$ cat src/rtl/hazard_unit.sv
// hazard_unit: pipeline stall/flush control with load-use, branch, jump and memory-wait handling.
// Define HAZARD_STATS_EN to build the saturating Stall_Cycles/Flush_Count statistics counters.
module hazard_unit #(
    parameter int unsigned MEM_TIMEOUT = 255
) (
    input  logic        clk,
    input  logic        reset,
    input  logic [4:0]  IFID_Reg_Rs,
    input  logic [4:0]  IFID_Reg_Rt,
    input  logic [4:0]  IDEX_Reg_Rt,
    input  logic        IDEX_MemRead,
    input  logic        ID_Jump,
    input  logic        EX_Branch_Taken,
    input  logic        MEM_Req,
    input  logic        MEM_Ready,
    output logic        PC_Write,
    output logic        IFID_Write,
    output logic        IDEX_Write,
    output logic        IFID_Flush,
    output logic        IDEX_Flush,
    output logic        EXMEM_Hold,
    output logic [1:0]  Hazard_State,
    output logic        Mem_Timeout,
    output logic [15:0] Stall_Cycles,
    output logic [15:0] Flush_Count
);
    localparam logic [1:0] RUN       = 2'b00;
    localparam logic [1:0] LU_BUBBLE = 2'b01;
    localparam logic [1:0] MEM_WAIT  = 2'b10;
    localparam logic [7:0] TIMEOUT   = 8'(MEM_TIMEOUT);

    logic [1:0] state, next_state;
    logic [7:0] wait_cnt, wait_nxt;
    logic       mem_stall, load_use;

    assign mem_stall = MEM_Req && !MEM_Ready;
    // The bubble is already in EX while in LU_BUBBLE, so a still-matching load must not stall again.
    assign load_use  = IDEX_MemRead && IDEX_Reg_Rt != 5'd0 && state != LU_BUBBLE &&
                       (IDEX_Reg_Rt == IFID_Reg_Rs || IDEX_Reg_Rt == IFID_Reg_Rt);
    assign Hazard_State = state;

    always_comb begin
        PC_Write   = 1'b1;
        IFID_Write = 1'b1;
        IDEX_Write = 1'b1;
        IFID_Flush = 1'b0;
        IDEX_Flush = 1'b0;
        EXMEM_Hold = 1'b0;
        next_state = RUN;
        if (reset) begin
            if (mem_stall) begin
                PC_Write   = 1'b0;
                IFID_Write = 1'b0;
                IDEX_Write = 1'b0;
                EXMEM_Hold = 1'b1;
                next_state = MEM_WAIT;
            end else if (EX_Branch_Taken) begin
                IFID_Flush = 1'b1;
                IDEX_Flush = 1'b1;
            end else if (load_use) begin
                PC_Write   = 1'b0;
                IFID_Write = 1'b0;
                IDEX_Flush = 1'b1;
                next_state = LU_BUBBLE;
            end else if (ID_Jump) begin
                IFID_Flush = 1'b1;
            end
        end
    end

    assign wait_nxt = next_state != MEM_WAIT ? 8'd0 : wait_cnt == 8'hFF ? wait_cnt : wait_cnt + 8'd1;

    always_ff @(posedge clk or negedge reset) begin
        if (!reset) begin
            state       <= RUN;
            wait_cnt    <= 8'd0;
            Mem_Timeout <= 1'b0;
        end else begin
            state       <= next_state;
            wait_cnt    <= wait_nxt;
            Mem_Timeout <= Mem_Timeout || (next_state == MEM_WAIT && wait_nxt == TIMEOUT);
        end
    end

`ifdef HAZARD_STATS_EN
    always_ff @(posedge clk or negedge reset) begin
        if (!reset) begin
            Stall_Cycles <= 16'h0000;
            Flush_Count  <= 16'h0000;
        end else begin
            if (!PC_Write && Stall_Cycles != 16'hFFFF)
                Stall_Cycles <= Stall_Cycles + 16'd1;
            if ((IFID_Flush || IDEX_Flush) && Flush_Count != 16'hFFFF)
                Flush_Count <= Flush_Count + 16'd1;
        end
    end
`else
    assign Stall_Cycles = 16'h0000;
    assign Flush_Count  = 16'h0000;
`endif

endmodule

$ cat config.mk
export PLATFORM = sky130hd
export DESIGN_NAME = hazard_unit
export DESIGN_NICKNAME = d
export VERILOG_FILES = /design/src/rtl/hazard_unit.sv
export SDC_FILE = /design/constraint.sdc
export NUM_CORES = 1
export LEC_CHECK = 0
export ABC_AREA = 1
export BUFFER_PORTS_ARGS = -buffer_cell sky130_fd_sc_hd__buf_2
export CORE_AREA = 2 2 48 61
export DETAILED_ROUTE_END_ITERATION = 7
export DIE_AREA = 0 0 50 63
export GPL_TIMING_DRIVEN = 0
export PLACE_DENSITY = 0.75
export SYNTH_ARGS = -nofsm -noshare
export SYNTH_HDL_FRONTEND = slang
export SYNTH_SLANG_ARGS = --single-unit
$ cat constraint.sdc
create_clock -name clk -period 1.6 [get_ports clk]
set_input_delay 0.16 -clock clk [delete_from_list [all_inputs] [get_ports clk]]
set_output_delay 0.16 -clock clk [all_outputs]
set_load 0.02 [all_outputs]
**Yosys cells after proc, flatten, opt, wreduce, memory -nomap -nowiden**

Cells that the tools add are included.

- Register bits after elaboration: 11
- Input bits: 22
- Output and inout bits: 41
- Logic and storage cells: 43

- Add/sub/neg operators: 1
- Equality and inequality tests: 7
- Multiplexer cells: 23
- Reduce and logical (&&, ||, !) cells: 9

Operators with widths:

| operator | count |
|---|---|
| 1-bit two-way mux | 19 |
| 8-bit equality test (second input constant) | 2 |
| 8-bit two-way mux | 2 |
| 5-bit equality test | 2 |
| 8-bit by 1-bit adder with 8-bit output (second input constant) | 1 |
| 1-bit logical AND | 5 |
| 5-bit nonzero test | 1 |
| 2-bit two-way mux | 2 |
| 2-bit equality test (second input constant) | 1 |
| 1-bit logical OR | 2 |
| 2-bit by 1-bit != test with 1-bit output (second input constant) | 1 |
| 2-bit != test (second input constant) | 1 |
| 1-bit logical NOT | 1 |

**Longest topological paths before layout**

- Word-level depth: 13
- Mapped depth: 12
- Mapped depth without buffers: 11

**Worst setup path after synthesis**

No wires, ideal clock.

- Path kind: register to register
- Start: register wait_cnt[0]
- End: register Mem_Timeout
- Data arrival time: 1.349 ns
- Required time: 1.535 ns
- Slack: 0.186 ns
- Stages on the path, launching flop included: 13
- Buffers on the path: 1
- Cell sequence: dfrtp_1 ha_1 nand2_2 nor2_2 nand2_2 buf_6 nand2_4 nand2_2 nor2_2 nand2_1 nor2_1 nand2_1 nand2_1

- Cells in the longest elaborated chain, start to end: 6
- Elaborated cells between the ends (all ways): 7
- Those cells by class: add/sub: 1; eq/ne: 2; mux: 2; reduce/logical: 2

RTL lines:

| what | RTL line | source |
|---|---|---|
| start: declaration | 33 | `logic [7:0] wait_cnt, wait_nxt;` |
| start signal: assignment | 80 | `wait_cnt <= wait_nxt;` |
| 8-bit by 1-bit adder with 8-bit output or 8-bit equality test (tied branches) | 71 | `assign wait_nxt = next_state != MEM_WAIT ? 8'd0 : wait_cnt == 8'hFF ? wait_cnt : wait_cnt + 8'd1;` |
| 8-bit two-way mux (*) (2 in a row) | 71 |  |
| named net wait_nxt[1] | 33 |  |
| 8-bit equality test (*) | 81 | `Mem_Timeout <= Mem_Timeout \|\| (next_state == MEM_WAIT && wait_nxt == TIMEOUT);` |
| 1-bit logical AND (*) | 81 |  |
| 1-bit logical OR (*) | 81 |  |
| end signal: assignment | 81 |  |
| end: declaration | 23 | `output logic Mem_Timeout,` |

Mark *: on every way through the listed nets, which the timed path passes. The rest lies on a longest branch.

**Worst setup path in the final report**

- Start: register wait_cnt[1]
- End: register Mem_Timeout

The elaborated chain is that of the path after synthesis.

==> flow_results.org <==
** Run status
- Result of the run :: finished, final reports clean

** Placed design
- Placement-stage cell area :: approximately 1400 um2
- Port bufs :: 30
- Once detailed placement completed, the half-perimeter wirelength came to around 1700 um.
- Routability-driven placement congestion ratio :: ~0.86

** Synth
- Gate count after technology mapping :: about 160
- Post-synthesis cell type with the largest combined area :: sky130_fd_sc_hd__dfrtp_1
- In this run, synthesis inferred 0 flip-flops with an integrated enable.
- sky130_fd_sc_hd__buf_4 is the most common cell in the netlist.
- Main combinational cell family by area after synthesis :: simple AND/OR/NAND/NOR gates
- After synthesis, the mean cell area works out to approximately 7 um2.
- Post-synth design cell area :: 1090 um2
- Synth Area in Simple Gates :: 0.312
- The share of synthesized area in the top cell type comes to 0.253.
- Most used flip-flop cell after synthesis :: sky130_fd_sc_hd__dfrtp_1
- Of the total synthesized cell area, the portion taken by full adders, half adders and majority gates is 0.0115.
- Yosys printed 0 warnings.
- Sequential-to-total area share from yosys stat :: 0.253
- In this run, synthesis produced a sequential element count of 11.
- In the synthesized netlist the async set-or-reset flop fraction comes to 1.00.
- Synthesized-area fraction occupied by ao, oa, aoi and oai cells :: 0.0415
- Of the total synthesized cell area, the portion taken by XOR and XNOR cells is 0.0726.
- Yosys attributes the largest share of cell area to sky130_fd_sc_hd__dfrtp_1 25%, sky130_fd_sc_hd__buf_4 23%, sky130_fd_sc_hd__nand2_1 9.7%.
- In the synthesized netlist, the cells that appear most often are 33 x sky130_fd_sc_hd__buf_4, 28 x sky130_fd_sc_hd__nand2_1, 23 x sky130_fd_sc_hd__nor2_1, 18 x sky130_fd_sc_hd__inv_1, 14 x sky130_fd_sc_hd__nand3_1.
- Number of distinct standard cells referenced by the synthesized netlist :: 22
- Post-synthesis mux area share :: 0

** Setup path
- Among all stages on the critical path, the largest delay is contributed by sky130_fd_sc_hd__dfrtp_1.
- STA classifies the critical path startpoint as a register.
- Data required time at the worst endpoint :: ~1.8 ns
- Beginning of the worst register-to-register path :: wait_cnt[1]
- Worst flop-to-flop path endpoint :: Mem_Timeout
- Reg-to-reg setup timing slack :: roughly 0.11 ns
- Along the worst path, the maximum fanout reaches 10.
- Worst setup path category :: reg2reg
- The signal on the critical path passes through ha_4, nand2_4, nor2_4, nand2_2, buf_6, nand2_4, nand2_2, nor2_2, nand2_1, nor2_1, nand2_1, nand2_1.
- STA puts the critical path data arrival time at 1.69 ns.
- Most frequent CP cell :: sky130_fd_sc_hd__nand2_1
- STA classifies the critical path endpoint as a register.
- Measured in cells, the most critical reg-to-reg path has a length of 12.
- Largest incremental delay on the critical path :: approximately 0.42 ns

** Global route
- Global-route wire length before repair :: ~3200 um
- Summed over all layers, the global routing overflow is 0.
- Initial antenna violation count :: 0
- Pin count of the biggest net entering global routing :: 12
- Tot GR Track Use :: 0.130
- Via count of the first global-routing pass :: slightly above 800

** CTS
- Clock network latency to the later pin of the worst-skew pair :: 0.26 ns
- Maximum count of clock buffers along a single path :: 2
- Htree depth :: 1
- TritonCTS built the clock tree.
- The tree is rooted in a sky130_fd_sc_hd__clkbuf_4.
- Number of buffers created by CTS :: 3
- Total number of clock tree sinks :: 11
- After clock tree synthesis, the clock-pin slew on the worst setup and hold paths is 0.07 ns.

** Die
- For this configuration, the core starts out at a cell density of 0.418.
- Die width :: 50 um
- Core region area :: 2600 um2
- The die covers approximately 3200 um2.
- In this run the vertical extent of the chip is 63 um.
- 63 I/O pins were placed.
- Row cnt :: 21

** Timing
- Unrepaired setup endpoints after global routing :: true
- Number of max-slew violations in the final report :: 0
- Final Hold Fails :: 0
- Adding up every negative setup slack in the final design gives 0 ns.
- Final period utilization :: 0.931
- The clock arrives with around 0.0018 ns of skew.
- Final setup violation count :: 0
- For the finished layout, the period the worst path requires is 1.49 ns.
- Static timing analysis puts the maximum clock frequency at 671 MHz.

** Hold path
- In this run the most critical hold path is launched from reset.
- For hold timing, the worst endpoint is Hazard_State[0].
- The worst hold path belongs to the class in2reg.
- Cell count of the worst hold path :: 3

** Power and ir drop
- Leak pwr :: 0.864 nW
- IR analysis of the VDD net gives a maximum drop of about 460 uV.
- For this design the ratio of total power to cell area is between 400 and 500 nW/um2.

** Cells and area
- Compared with the post-synthesis result, the final layout area differs by 37.0%.
- Post-route cell area :: about 1500 um2
- In the final layout, the share of cells above drive strength 1 is 0.355.
- At the end of the flow, the number of nets in the layout was around 250.
- Number of antenna repair diodes :: 0

** Drt
- The detail route stage leaves a number of antenna-violating nets equal to 0.
- The first detailed-routing pass ran for 4 iterations.
- In the routed layout, each cell is associated on average with a via count of 3.88.
- Number of remaining DRC errors :: 0
- Summing over every cut layer, the via total after detailed routing is 1,016.
- Detailed Route WL :: 2110 um
- First DRT Iteration DRCs :: 21
- In the final routed layout, each cell accounts on average for 8.06 um.

** Flow run
- Max-capacitance violation count :: 0
## power by group
group | internal [mW] | switching (mW)
combinational | 0.106 | 0.142
sequential | 0.280 | 0.00190
clock | 0.0964 | 0.0857
total | 0.483 | 0.229
## registers in the layout (all words and copies together) (netlist names)
name	count
Hazard_State	2
Mem_Timeout	1
wait_cnt	8
## metal layers
layer	share of wire	routed length, um	track usage	vias to the layer above
met3	0.065	137	0.0215	2
met4	0.0043	9	0.0625	0
li1	-	-	-	559
met5	0	0	0	-
met1	0.37	774	0.128	424
met2	0.56	1190	0.250	31
## placed cells by master (no fill, tap or decap), types with 2 or more instances in the layout
master	netlist	routed
sky130_fd_sc_hd__nand3_2	1	2
sky130_fd_sc_hd__clkbuf_4	0	3
sky130_fd_sc_hd__nand3_1	14	13
sky130_fd_sc_hd__dfrtp_1	11	11
sky130_fd_sc_hd__nand2_2	3	2
sky130_fd_sc_hd__buf_4	33	36
sky130_fd_sc_hd__o21ai_1	2	2
sky130_fd_sc_hd__buf_2	0	29
sky130_fd_sc_hd__nand2_1	28	28
sky130_fd_sc_hd__nor2_2	3	2
sky130_fd_sc_hd__xor2_1	7	7
sky130_fd_sc_hd__and2_1	2	2
sky130_fd_sc_hd__a21oi_1	4	4
sky130_fd_sc_hd__xnor2_1	2	2
sky130_fd_sc_hd__buf_6	1	2
sky130_fd_sc_hd__inv_1	18	18
sky130_fd_sc_hd__nor2_1	23	23
sky130_fd_sc_hd__nand2_4	1	2
sky130_fd_sc_hd__conb_1	1	32
## final cells by class
class                      instances  area (um2)
clock buffer                       4        26.3
sequential                        11         275
timing repair buffer              34         189
multi-input combinational        126         623
fill                             265        1110
inverter                          19        72.6
tap                               34        42.5
buffer                            34         259
## cells by family (layout without fill, tap and decap cells)
group / Yosys count / count (layout)
AO/OA/AOI/OAI: 8 / 8
XOR/XNOR: 9 / 9
adder cells (fa/ha/maj): 1 / 1
buffers and inverters: 53 / 91
flip-flops: 11 / 11
other: 1 / 32
AND/OR/NAND/NOR: 76 / 76
## through the flow
step                      power, mW  setup slack, ns  hold slack [ns]  std cells  utilization
after floorplan               0.472            0.186           -0.136        190            -
after global placement        0.524          0.00956           0.0642        254        0.536
after detailed placement      0.525         -0.00846           0.0626        254        0.536
after CTS                     0.715           0.0146            0.203        260        0.554
after global routing          0.753          -0.0349            0.223        262        0.572
final                         0.712            0.110            0.203        262        0.572
## worst max-delay path, delay by kind of cell (launching register included)
| family | cells | cell delay [ns] |
|---|---|---|
| flip-flops | 1 | 0.42 |
| AND/OR/NAND/NOR | 10 | 0.67 |
| adder cells (fa/ha/maj) | 1 | 0.18 |
| buffers and inverters | 1 | 0.15 |
## worst max-delay path by stage
stage	start	to	cells past startpoint
final	wait_cnt[1]	Mem_Timeout	12
after global routing	wait_cnt[1]	Mem_Timeout	12
after CTS	wait_cnt[1]	Mem_Timeout	12
after detailed placement	wait_cnt[0]	Mem_Timeout	12
after global placement	wait_cnt[0]	Mem_Timeout	11
after floorplan	wait_cnt[0]	Mem_Timeout	12
## repair_timing
action	CTS	global route
hold buffers	1	0
pin swaps	0	6
setup endpoints to repair	1	2
gates resized for setup	1	6
hold endpoints to repair	11	0
cloned	0	0
buffers inserted	1	2
(Power assumes the default switching activity.)
